===== config.mk =====
export PLATFORM = sky130hd
export DESIGN_NAME = ps2_host_tx
export DESIGN_NICKNAME = d
export VERILOG_FILES = /design/src/rtl/ps2_host_tx.sv
export SDC_FILE = /design/constraint.sdc
export NUM_CORES = 1
export LEC_CHECK = 0
export CAP_MARGIN = 5
export CORE_MARGIN = 3
export CORE_UTILIZATION = 45
export CTS_BUF_LIST = sky130_fd_sc_hd__clkbuf_16
export CTS_CLUSTER_DIAMETER = 30
export DETAILED_ROUTE_END_ITERATION = 16
export SYNTH_ARGS = -nofsm -noshare
export SYNTH_HDL_FRONTEND = slang
export SYNTH_SLANG_ARGS = --single-unit
export TNS_END_PERCENT = 5

===== constraint.sdc =====
create_clock -name clk -period 6.3 [get_ports clk]
set_input_delay 1.26 -clock clk [delete_from_list [all_inputs] [get_ports clk]]
set_output_delay 1.26 -clock clk [all_outputs]
set_load 0.03 [all_outputs]

===== src/rtl/ps2_host_tx.sv =====
// PS/2 host-to-device transmitter: inhibit, request-to-send, 11-bit frame, device ACK.
// Define PS2_TX_RETRY_EN to resend automatically after a NACK or timeout (up to MAX_RETRY times).
module ps2_host_tx #(
    parameter int INHIBIT_CYCLES = 5000,
    parameter int TIMEOUT_CYCLES = 750000,
    parameter int MAX_RETRY      = 2
) (
    input  logic       clk,
    input  logic       rst,
    input  logic       ps2_clk,
    input  logic       ps2_data,
    output logic       ps2_clk_oe,
    output logic       ps2_data_oe,
    input  logic [7:0] tx_data,
    input  logic       tx_valid,
    output logic       tx_ready,
    output logic       busy,
    output logic       done,
    output logic       ack_err,
    output logic       timeout_err
);
    localparam int IW = (INHIBIT_CYCLES > 2) ? $clog2(INHIBIT_CYCLES) : 1;
    localparam int TW = (TIMEOUT_CYCLES > 2) ? $clog2(TIMEOUT_CYCLES) : 1;
`ifdef PS2_TX_RETRY_EN
    localparam bit RETRY_EN = 1'b1;
`else
    localparam bit RETRY_EN = 1'b0;
`endif

    typedef enum logic [2:0] {IDLE, INHIBIT, SEND, ACK, WAIT_IDLE} state_t;

    state_t        state, state_nxt;
    logic [2:0]    clk_sync;
    logic [1:0]    data_sync;
    logic          fall, timed_out;
    logic [7:0]    data_q, data_nxt;
    logic          parity_q, parity_nxt;
    logic          nack_q, nack_nxt;
    logic [IW-1:0] inh_cnt, inh_nxt;
    logic [TW-1:0] to_cnt, to_nxt;
    logic [3:0]    bit_idx, bit_nxt;
    logic [7:0]    retry_cnt, retry_nxt;
    logic          clk_oe_nxt, data_oe_nxt, done_nxt, ack_err_nxt, to_err_nxt;

    assign fall     = clk_sync[2] & ~clk_sync[1];
    assign tx_ready = (state == IDLE);
    assign busy     = (state != IDLE);
    assign timed_out = (state inside {SEND, ACK, WAIT_IDLE}) &&
                       (to_cnt == TW'(TIMEOUT_CYCLES - 1));

    always_comb begin
        state_nxt   = state;
        data_nxt    = data_q;
        parity_nxt  = parity_q;
        nack_nxt    = nack_q;
        inh_nxt     = inh_cnt;
        to_nxt      = to_cnt;
        bit_nxt     = bit_idx;
        retry_nxt   = retry_cnt;
        clk_oe_nxt  = ps2_clk_oe;
        data_oe_nxt = ps2_data_oe;
        done_nxt    = 1'b0;
        ack_err_nxt = 1'b0;
        to_err_nxt  = 1'b0;
        case (state)
            IDLE: if (tx_valid) begin
                data_nxt    = tx_data;
                parity_nxt  = ~^tx_data;
                retry_nxt   = '0;
                inh_nxt     = '0;
                clk_oe_nxt  = 1'b1;
                data_oe_nxt = 1'b0;
                state_nxt   = INHIBIT;
            end
            INHIBIT: begin
                inh_nxt = inh_cnt + 1'b1;
                // Start bit goes out during the last inhibit cycle so it is stable at release.
                if (inh_cnt == IW'(INHIBIT_CYCLES - 2)) data_oe_nxt = 1'b1;
                if (inh_cnt == IW'(INHIBIT_CYCLES - 1)) begin
                    inh_nxt    = '0;
                    clk_oe_nxt = 1'b0;
                    bit_nxt    = '0;
                    to_nxt     = '0;
                    state_nxt  = SEND;
                end
            end
            SEND: begin
                to_nxt = to_cnt + 1'b1;
                if (fall) begin
                    bit_nxt = bit_idx + 1'b1;
                    if (bit_idx < 4'd8)       data_oe_nxt = ~data_q[bit_idx[2:0]];
                    else if (bit_idx == 4'd8) data_oe_nxt = ~parity_q;
                    else begin
                        data_oe_nxt = 1'b0;
                        state_nxt   = ACK;
                    end
                end
            end
            ACK: begin
                to_nxt = to_cnt + 1'b1;
                if (fall) begin
                    nack_nxt  = data_sync[1];
                    state_nxt = WAIT_IDLE;
                end
            end
            WAIT_IDLE: begin
                to_nxt = to_cnt + 1'b1;
                if (clk_sync[1] && data_sync[1]) begin
                    done_nxt    = 1'b1;
                    ack_err_nxt = nack_q;
                    state_nxt   = IDLE;
                end
            end
            default: state_nxt = IDLE;
        endcase

        // Timeout overrides any frame progress made in the same cycle.
        if (timed_out) begin
            clk_oe_nxt  = 1'b0;
            data_oe_nxt = 1'b0;
            done_nxt    = 1'b0;
            ack_err_nxt = 1'b0;
            to_err_nxt  = 1'b1;
            state_nxt   = IDLE;
        end

        if (RETRY_EN && (to_err_nxt || (done_nxt && ack_err_nxt)) &&
            retry_cnt < 8'(MAX_RETRY)) begin
            retry_nxt   = retry_cnt + 1'b1;
            inh_nxt     = '0;
            clk_oe_nxt  = 1'b1;
            data_oe_nxt = 1'b0;
            done_nxt    = 1'b0;
            ack_err_nxt = 1'b0;
            to_err_nxt  = 1'b0;
            state_nxt   = INHIBIT;
        end
    end

    always_ff @(posedge clk or posedge rst) begin
        if (rst) begin
            state       <= IDLE;
            clk_sync    <= '1;
            data_sync   <= '1;
            data_q      <= '0;
            parity_q    <= 1'b0;
            nack_q      <= 1'b0;
            inh_cnt     <= '0;
            to_cnt      <= '0;
            bit_idx     <= '0;
            retry_cnt   <= '0;
            ps2_clk_oe  <= 1'b0;
            ps2_data_oe <= 1'b0;
            done        <= 1'b0;
            ack_err     <= 1'b0;
            timeout_err <= 1'b0;
        end else begin
            state       <= state_nxt;
            clk_sync    <= {clk_sync[1:0], ps2_clk};
            data_sync   <= {data_sync[0], ps2_data};
            data_q      <= data_nxt;
            parity_q    <= parity_nxt;
            nack_q      <= nack_nxt;
            inh_cnt     <= inh_nxt;
            to_cnt      <= to_nxt;
            bit_idx     <= bit_nxt;
            retry_cnt   <= retry_nxt;
            ps2_clk_oe  <= clk_oe_nxt;
            ps2_data_oe <= data_oe_nxt;
            done        <= done_nxt;
            ack_err     <= ack_err_nxt;
            timeout_err <= to_err_nxt;
        end
    end
endmodule


# Word-level counts from Yosys, hierarchy flattened
# Cells that the tools add are included.
# word_totals
reg_bits	60
out_inout_bits	7
word_cells	99
# classes
addsub	3
n_lt_le_gt_ge	2
n_eq_ne	19
muxes	37
n_bitwise	4
reduce_logical	20
# ops
operator	count
$pmux 20 s2	1
$eq 13x13->1 const B	2
$mux 13	2
$pmux 13 s2	1
$mux 3	8
$add 20x1->20 const B	1
$eq 20x20->1 const B	1
$mux 20	1
$ne 3x3->1 const B	6
$mux 1	17
$pmux 3 s5	1
$add 13x1->13 const B	1
$reduce_bool 3->1	3
$mux 4	2
$pmux 4 s2	1
$reduce_and 2->1	4
$reduce_xnor 8->1	1
$reduce_and 7->1	1
$eq 3x2->1 const B	2
$ne 2x2->1 const B	3
$ne 3x2->1 const B	2
$reduce_and 3->1	2
$reduce_bool 2->1	3
$add 4x1->4 const B	1
15 further kinds	18

# Logic depth before layout (Yosys ltp)
# Gate-level depths: netlist of run 1.
# logic_depth
ltp_word	7
ltp_mapped	8

# Least setup slack after synthesis of run 1
# Ideal clock, no wire load.
# synth_path
path_type	register -> output
startpoint	reg state[1]
endpoint	out busy
t_arrival_ns	1.757
t_required_ns	5.040
slack_ns	3.283
path_stages_with_launch	4
cell_sequence	dfrtp_1 > clkbuf_1 > nor3_1 > inv_1
# synth_between
elab_chain_len	1
# synth_lines
element	line	rtl
from (decl)	32	state_t state, state_nxt;
from (signal assigned)	158	state <= state_nxt;
$reduce_bool 3->1	47	assign busy = (state != IDLE);
to (decl)	17	output logic busy,
# Every way passes these cells.

# Final worst setup path of run 1
# layout_path
startpoint	reg state[0]
endpoint	out tx_ready
# layout_between
elab_chain_len	1
# layout_lines
element	line	rtl
$logic_not 3->1	46	assign tx_ready = (state == IDLE);
to (decl)	16	output logic tx_ready,
# Every way passes these cells.

==> results of run 1 <==
-- per-layer routing --
layer | routed length (um) | vias to the layer above
met1 | 3326 | 1179
met5 | 0 | -
li1 | - | 1232
met2 | 2964 | 36
met3 | 220 | 8
met4 | 82 | 0
-- kinds of logic (layout without fill, tap and decap cells) --
family / count (synthesis) / after routing / synth area share
buf+inv: 21 / 46 / 0.02585
simple gates: 173 / 173 / 0.2835
mux: 6 / 6 / 0.01948
flops: 60 / 60 / 0.4791
fa+ha+maj: 5 / 5 / 0.01988
compound gates: 51 / 51 / 0.09980
xor+xnor: 26 / 26 / 0.07237
-- power groups by stage --
| stage | Clock (W) | Sequential (W) | Combinational [W] |
|---|---|---|---|
| 2_1_floorplan | 0 | 0.000396 | 0.0000137 |
| 3_3_place_gp | 0 | 0.000396 | 0.0000260 |
| 3_5_place_dp | 0 | 0.000396 | 0.0000261 |
| 4_1_cts | 0.000477 | 0.000389 | 0.0000261 |
| 5_1_grt | 0.000493 | 0.000389 | 0.0000280 |
| 6_report | 0.000467 | 0.000390 | 0.0000253 |
-- final timing paths --
kind	from	to
min	clk_sync[0]$_DFF_PP1_	clk_sync[1]$_DFF_PP1_
max in group asynchronous	rst	bit_idx[1]$_DFFE_PP0P_
min in group asynchronous	rst	to_cnt[10]$_DFFE_PP0P_
max reg2reg	inh_cnt[0]$_DFFE_PP0P_	to_cnt[7]$_DFFE_PP0P_
min reg2reg	clk_sync[0]$_DFF_PP1_	clk_sync[1]$_DFF_PP1_
max	state[0]$_DFFE_PP0P_	tx_ready
-- flip-flops by register name, summed over array words and instances (netlist names) --
register     flops
ps2_data_oe      1
inh_cnt         13
nack_q           1
bit_idx          4
state            3
to_cnt          20
ack_err          1
data_sync        2
ps2_clk_oe       1
parity_q         1
data_q           8
done             1
clk_sync         3
timeout_err      1
-- critical path, delay by kind of cell (launching register included) --
family,cells,cell delay (ns)
buffers and inverters,1,0.75
flip-flops,1,0.54
AND/OR/NAND/NOR,1,0.41
-- cell type report --
cell class | instances | area, um2 | share of cell area
Sequential cell | 60 | 1508 | 0.4070
Inverter | 9 | 33.78 | 0.009119
Multi-Input combinational cell | 261 | 1558 | 0.4205
Clock inverter | 7 | 58.81 | 0.01587
Timing Repair Buffer | 21 | 205.2 | 0.05539
Clock buffer | 9 | 225.2 | 0.06079
Tap cell | 93 | 116.4 | 0.03141
-- cell usage in the layout (no fill, tap or decap), drive strengths merged, types with 10 or more instances in the layout --
master,Yosys,routed
xor2,13,13
nor3,10,10
dfrtp,55,55
nand3,16,16
xnor2,13,13
o21ai,19,19
a21oi,11,11
nor2,41,41
clkdlybuf4s50,0,19
inv,9,10
nand2,55,55
-- per-stage QoR --
| step | instances | setup WS (ns) | total power (W) | util |
|---|---|---|---|---|
| 2_1_floorplan | 342 | 3.283 | 0.0004095 | - |
| 4_1_cts | 460 | 3.014 | 0.0008930 | 0.5641 |
| 3_3_place_gp | 444 | 3.001 | 0.0004221 | 0.5209 |
| 3_5_place_dp | 444 | 2.895 | 0.0004221 | 0.5209 |
| 5_1_grt | 460 | 2.881 | 0.0009106 | 0.5641 |
| 6_report | 460 | 3.022 | 0.0008814 | 0.5641 |
==> flow_metrics.env, run 1 <==
export IMPL_grtUsageTotal=0.1826
export IMPL_clock_fmax_ghz=0.3050
export IMPL_cp_required_ns=5.04
export IMPL_post_dp_hpwl_mm=4.392
export IMPL_netlist_top_cells_area="dfrtp_1 (44%), nand2_1 (6.6%), nor2_1 (4.8%), dfstp_2 (4.2%), xnor2_1 (3.6%)"
export IMPL_cp_slowest_stage_delay_ns=0.75
export IMPL_grt_busiest_layer="met2"
export IMPL_p_leak_nw=1.626
export IMPL_p_seq_frac=0.442
export IMPL_p_comb_frac=0.029
export IMPL_synth_edff_count=0
export IMPL_crit_type="reg2out"
export IMPL_async_flop_share=1.000
export IMPL_io_pins=20
export IMPL_num_rows=29
export IMPL_initial_core_util=0.4791
export IMPL_synth_area_um2=3147
export IMPL_cts_resized=0
export IMPL_die_area_um2=8033
export IMPL_tns_ns=0
export IMPL_drive_gt1_frac=0.08447
export IMPL_ys_warn_count=0
export IMPL_path_cells="nor3_1 -> clkdlybuf4s50_1"
export IMPL_p_int_w=0.0007009
export IMPL_drc=0
export IMPL_stdcell_area_um2=3705
export IMPL_worst_path_max_fanout=17
export IMPL_synthTopCellsByCount="dfrtp_1 (55), nand2_1 (55), nor2_1 (40)"
export IMPL_firstDrtPassIters=4
export IMPL_yosysTopAreaCell="dfrtp_1"
export IMPL_htreeDepth=3
export IMPL_diodes=0
export IMPL_vias=2455
export IMPL_nNetsFinal=380
export IMPL_clockPowerShare=0.529
export IMPL_synth_main_ff_cell="dfrtp_1"
export IMPL_cts_setup_buffers=0
export IMPL_tightest_slew_ns=0.9731
export IMPL_clk_latency_ns=0.32
export IMPL_syn_instance_count=342
export IMPL_port_buffers=19
export IMPL_setup_viol=0
export IMPL_synth_cell_types=50
export IMPL_power_net_switching_w=0.0001805
export IMPL_use_met3=0.05292
export IMPL_postSynthAreaPerCell_um2=9.201
export IMPL_status="complete, no violations"
export IMPL_fillers=605
export IMPL_p_per_area_nw_per_um2=237.9
export IMPL_cts_sinks=60
export IMPL_synth_top_area_frac=0.4374
export IMPL_reg2reg_slack_ns=3.77
export IMPL_grt_pass1_vias=2362
export IMPL_rsz0062_at_grt="false"
export IMPL_die_width_um=89.63
export IMPL_cts_hold_buf=0
export IMPL_synth_seq_area_share=0.4791
export IMPL_globalRouteMet2Util=0.2852
export IMPL_synthesis_nets=360
export IMPL_cts_inserted_buffers=9
export IMPL_grt_start_max_net_pins=61
export IMPL_fin_hold_ws_ns=0.3531
export IMPL_hold_path_class="reg2reg"
export IMPL_ant_nets=0
export IMPL_gp_congestion=0.8458
export IMPL_coreArea_um2=6568
export IMPL_finalCriticalPeriod_ns=3.278
export IMPL_use_met1=0.2444
export IMPL_power_switching_share=0.2048
export IMPL_finalCritPeriodShare=0.5204
export IMPL_dpl_cell_area_um2=3421
export IMPL_ys_seq_elements=60
export IMPL_area_growth_pct=17.73
export IMPL_cts_buffer_depth=2
export IMPL_vdd_drop_max_mv=0.1570
export IMPL_fin_skew_ns=0.005800
export IMPL_grt_first_pass_wirelength_mm=11.31
export IMPL_cts_tree="yes"
export IMPL_routed_wl_mm=6.593
export IMPL_post_drt_wl_per_cell_um=14.33
export IMPL_critPathLaunchType="flip-flop"
export IMPL_cp_arrival_ns=2.02
export IMPL_die_y_um=89.63
export IMPL_antenna_found_initial=0
export IMPL_path_clk_slew_ns=0.05
export IMPL_hold_viol=0
export IMPL_r2r_cells=6
export IMPL_slew_viol_final=0
export IMPL_cp_slowest_cell="clkdlybuf4s50_1"
export IMPL_clock_root_buffer="clkbuf_16"
export IMPL_gr_total_overflow=0
export IMPL_hold_depth=0
export IMPL_avgViaCountPerCell=5.337
export IMPL_crit_path_end_kind="output port"
export IMPL_drv_cap=0
export IMPL_drtIter0Drc=162
export IMPL_relSlewSlack=0.3463
Power figures use the tool's default switching activity.
==> inputs of run 2 (changes only) <==
- clock period: 6.3 -> 3.4 ns (I/O delays scaled with it)
==> run 2 against run 1 <==
Effect of this change:
- routed wire length shrank 1.9%
- flip-flop and latch count is the same
- first-iteration DRC count grew 12%
- final cell count grew 0.43%
- clock power grew 69%
- register-to-register slack lost 2.8 ns
- via count grew 0.20%
- die area is the same
- count of clock-buffer cells in the layout is the same
- setup slack lost 2.3 ns
- global-route usage shrank 0.23 points
- core utilization shrank 0.11 points
==> flow_metrics.env, run 2 (same netlist as run 1, synthesis figures left out) <==
export IMPL_status="complete, no violations"
export IMPL_reg_top3="to_cnt x20, inh_cnt x13, data_q x8"
export IMPL_place_inst=446
export IMPL_slew_viol_final=0
export IMPL_path_buf_inv=1
export IMPL_num_rows=29
export IMPL_startpoint="state[0]$_DFFE_PP0P_"
export IMPL_gp_congestion=0.8339
export IMPL_holdPathEnd="data_sync[1]$_DFF_PP1_"
export IMPL_wl_met3_um=256
export IMPL_fin_skew_ns=0.004103
export IMPL_path_cells="nor3_1 -> clkdlybuf4s50_1"
export IMPL_cp_arrival_ns=2.05
export IMPL_clock_root_buffer="clkbuf_16"
export IMPL_p_leak_nw=1.625
export IMPL_htreeDepth=3
export IMPL_worst_path_max_fanout=17
export IMPL_r2r_cells=6
export IMPL_die_area_um2=8033
export IMPL_finalCritPeriodShare=0.8020
export IMPL_cts_resized=0
export IMPL_grt_start_max_net_pins=35
export IMPL_antenna_found_initial=0
export IMPL_cp_required_ns=2.72
export IMPL_cts_sinks=60
export IMPL_die_width_um=89.63
export IMPL_area_growth_pct=17.50
export IMPL_ant_nets=0
export IMPL_io_pins=20
export IMPL_top_layer="met4"
export IMPL_port_buffers=19
export IMPL_gr_total_overflow=0
export IMPL_cp_slowest_stage_delay_ns=0.75
export IMPL_rr_startpoint="inh_cnt[1]$_DFFE_PP0P_"
export IMPL_die_y_um=89.63
export IMPL_drtIter0Drc=182
export IMPL_reg2reg_slack_ns=0.96
export IMPL_firstDrtPassIters=5
export IMPL_cts_tree="yes"
export IMPL_multiInputGateArea_um2=1558
export IMPL_clk_latency_ns=0.32
export IMPL_rr_endpoint="to_cnt[15]$_DFFE_PP0P_"
export IMPL_largest_register="to_cnt"
export IMPL_path_clk_slew_ns=0.05
export IMPL_initial_core_util=0.4791
export IMPL_drt_met1_wl_mm=3.128
export IMPL_routed_wl_mm=6.465
export IMPL_final_cell_mix="nand2_1 (55), dfrtp_1 (55), nor2_1 (40)"
export IMPL_cts_inserted_buffers=9
export IMPL_grtUsageTotal=0.1803
export IMPL_post_dp_hpwl_mm=4.512
export IMPL_diodes=0
export IMPL_cp_slowest_cell="clkdlybuf4s50_1"
export IMPL_relSlewSlack=0.5292
export IMPL_rsz0062_at_grt="false"
export IMPL_wl_met2_mm=3.056
export IMPL_hold_path_class="reg2reg"
export IMPL_holdCritStartpoint="data_sync[0]$_DFF_PP1_"
export IMPL_drc=0
export IMPL_power_w=0.001558
export IMPL_grt_first_pass_wirelength_mm=11.12
export IMPL_coreArea_um2=6568
export IMPL_drv_cap=0
export IMPL_fin_cells=462
export IMPL_hold_viol=0
export IMPL_hold_depth=0
export IMPL_crit_path_end_kind="output port"
export IMPL_tightest_slew_ns=0.7052
export IMPL_cts_buffer_depth=2
export IMPL_largest_register_ffs=20
export IMPL_regArea_um2=1508
export IMPL_cts_hold_buf=0
export IMPL_grt_pass1_vias=2321
export IMPL_vias=2460
export IMPL_p_per_area_nw_per_um2=421.3
export IMPL_path_delay_family="buffers and inverters"
export IMPL_drive_gt1_frac=0.08943
export IMPL_vdd_drop_max_mv=0.2820
export IMPL_fillers=583
export IMPL_nNetsFinal=382
export IMPL_post_drt_wl_per_cell_um=13.99
export IMPL_setup_viol=0
export IMPL_tns_ns=0
export IMPL_cts_setup_buffers=0
export IMPL_critPathLaunchType="flip-flop"
export IMPL_clock_fmax_ghz=0.3667
export IMPL_crit_type="reg2out"
export IMPL_avgViaCountPerCell=5.325
export IMPL_stdcell_area_um2=3697
export IMPL_dpl_cell_area_um2=3436
export IMPL_finalCriticalPeriod_ns=2.727
-- run 2: how the worst max path moves through the flow --
stage	endpoint	slack, ns	depth (start not counted)
after global routing	tx_ready	0.55	2
after detailed placement	to_cnt[8]$_DFFE_PP0P_	0.94	6
after CTS	tx_ready	0.65	2
final	tx_ready	0.67	2
after global placement	tx_ready	0.99	2
after floorplan	busy	0.96	3
-- run 2: cell type report --
cell class,count,share of cell area
flip-flops and latches,60,0.4078
multi-input cells,261,0.4213
repair buffers,23,0.05956
inverters,9,0.009137
well taps,93,0.03147
clock buffers,9,0.06091
clock inverters,7,0.009814
-- run 2: where the power goes --
group	switching [W]	internal, W	total [W]
Sequential	0.00000156	0.000721	0.000722
Combinational	0.0000246	0.0000234	0.0000480
Clock	0.000306	0.000481	0.000787
Total	0.000333	0.00122	0.00156
-- run 2: metrics by stage --
stage | setup slack, ns | hold slack [ns] | utilization
after CTS | 0.6531 | 0.3613 | 0.5630
after detailed placement | 0.9404 | 0.3537 | 0.5231
after floorplan | 0.9626 | 0.3452 | -
after global routing | 0.5470 | 0.3626 | 0.5630
final | 0.6733 | 0.3586 | 0.5630
after global placement | 0.9945 | 0.3460 | 0.5231
-- run 2: layer usage --
layer	up-vias	GRT usage
met2	46	0.2852
met1	1166	0.2380
met3	2	0.05109
met5	-	0
met4	0	0.06089
li1	1246	-
==> inputs of run 3 (changes only) <==
- clock period: 3.4 -> 2.8 ns (I/O delays scaled with it)
==> run 3 against run 2 <==
Effect of this change:
- critical path depth unchanged
- largest power group unchanged
- setup slack worse by 0.47 ns
- global-route usage up 0.19 points
- critical endpoint unchanged
- clock power up 45%
==> flow_metrics.env, run 3 (same netlist as run 1, synthesis figures left out) <==
export IMPL_nNetsFinal=386
export IMPL_critPathLaunchType="flip-flop"
export IMPL_rsz0062_at_grt="false"
export IMPL_clock_root_buffer="clkbuf_16"
export IMPL_p_per_area_nw_per_um2=547.0
export IMPL_largest_register_ffs=20
export IMPL_drc=0
export IMPL_crit_path_end_kind="output port"
export IMPL_die_y_um=89.63
export IMPL_routed_wl_mm=6.468
export IMPL_worst_path_max_fanout=17
export IMPL_drtIter0Drc=194
export IMPL_cp_required_ns=2.24
export IMPL_relSlewSlack=0.2989
export IMPL_post_dp_hpwl_mm=4.583
export IMPL_avgViaCountPerCell=5.303
export IMPL_post_drt_wl_per_cell_um=13.88
export IMPL_path_clk_slew_ns=0.05
export IMPL_grt_first_pass_wirelength_mm=11.17
export IMPL_crit_type="reg2out"
export IMPL_hold_path_class="reg2reg"
export IMPL_ant_nets=0
export IMPL_status="complete, no violations"
export IMPL_gp_congestion=0.8475
export IMPL_initial_core_util=0.4791
export IMPL_reg_top3="to_cnt x20, inh_cnt x13, data_q x8"
export IMPL_drive_gt1_frac=0.09920
export IMPL_firstDrtPassIters=7
export IMPL_largest_register="to_cnt"
export IMPL_cts_resized=0
export IMPL_io_pins=20
export IMPL_fin_skew_ns=0.008019
export IMPL_top_layer="met4"
export IMPL_vias=2471
export IMPL_port_buffers=19
export IMPL_gr_total_overflow=0
export IMPL_regArea_um2=1508
export IMPL_fillers=589
export IMPL_area_growth_pct=20.40
export IMPL_diodes=0
export IMPL_cp_arrival_ns=2.04
export IMPL_die_width_um=89.63
export IMPL_clk_latency_ns=0.33
export IMPL_hold_viol=0
export IMPL_wl_met3_um=213
export IMPL_grt_start_max_net_pins=37
export IMPL_multiInputGateArea_um2=1558
export IMPL_finalCritPeriodShare=0.9272
export IMPL_antenna_found_initial=0
export IMPL_vdd_drop_max_mv=0.5050
export IMPL_p_leak_nw=1.680
export IMPL_finalCriticalPeriod_ns=2.596
export IMPL_wl_met2_mm=3.068
export IMPL_cts_setup_buffers=0
export IMPL_grt_pass1_vias=2380
export IMPL_drt_met1_wl_mm=3.095
export IMPL_fin_util=0.5769
export IMPL_tightest_slew_ns=1.048
export IMPL_cts_buffer_depth=2
export IMPL_drv_cap=0
export IMPL_setup_viol=0
export IMPL_die_area_um2=8033
export IMPL_htreeDepth=3
export IMPL_grtUsageTotal=0.1822
export IMPL_slew_viol_final=0
export IMPL_final_cell_mix="nand2_1 (55), dfrtp_1 (55), nor2_1 (40)"
export IMPL_tns_ns=0
export IMPL_cts_tree="yes"
export IMPL_cts_sinks=60
export IMPL_cts_hold_buf=0
export IMPL_coreArea_um2=6568
export IMPL_cts_inserted_buffers=9
export IMPL_num_rows=29
export IMPL_clock_fmax_ghz=0.3852
-- run 3: changes by cell type in the layout (fill, tap and decap cells not counted), sizes merged --
cell | before | now
buf | 4 | 8
bufinv | 0 | 2
clkinvlp | 2 | 0
-- run 3: metrics by stage --
step / instances / area [um2] / hold WS, ns / power, W / worst slack, ns
finish: 466 / 3789 / 0.3505 / 0.002072 / 0.2039
global route: 466 / 3789 / 0.3533 / 0.002151 / 0.07725
CTS: 466 / 3789 / 0.3524 / 0.002105 / 0.1760
detailed placement: 450 / 3478 / 0.3494 / 0.0009520 / 0.4342
global placement: 450 / 3478 / 0.3461 / 0.0009524 / 0.4391
floorplan: 342 / 3147 / 0.3452 / 0.0009214 / 0.4038
-- run 3: cell type report --
class	count	share of cell area
multi-input combinational	261	0.4112
tap	93	0.03071
inverter	9	0.008917
sequential	60	0.3980
clock inverter	7	0.02246
timing repair buffer	27	0.06935
clock buffer	9	0.05945
-- run 3: critical path, cell delays in order (launching register included) --
cell and delay (ns):
dfrtp_1 0.54, nor3_1 0.42, clkdlybuf4s50_1 0.75
-- run 3: power by group --
group	internal [W]	switching, W	total (W)
sequential	0.000875	0.00000187	0.000877
clock	0.000767	0.000369	0.00114
combinational	0.0000294	0.0000293	0.0000587
-- run 3: path summary, 6_finish.rpt --
| check | endpoint | slack (ns) | cells past startpoint | startpoint |
|---|---|---|---|---|
| max in group asynchronous | clk_sync[0]$_DFF_PP1_ | 1.55 | 3 | rst |
| worst min-delay path | clk_sync[1]$_DFF_PP1_ | 0.35 | 0 | clk_sync[0]$_DFF_PP1_ |
| worst max register to register | ack_err$_DFF_PP0_ | 0.42 | 5 | to_cnt[15]$_DFFE_PP0P_ |
| worst min register to register | clk_sync[1]$_DFF_PP1_ | 0.35 | 0 | clk_sync[0]$_DFF_PP1_ |
| min in group asynchronous | inh_cnt[9]$_DFFE_PP0P_ | 0.61 | 2 | rst |
| worst max-delay path | tx_ready | 0.20 | 2 | state[0]$_DFFE_PP0P_ |
-- run 3: metal layers --
layer,vias to the layer above,GRT usage
met1,1173,0.2350
met2,40,0.2965
met5,-,0
li1,1248,-
met4,0,0.06089
met3,10,0.04927
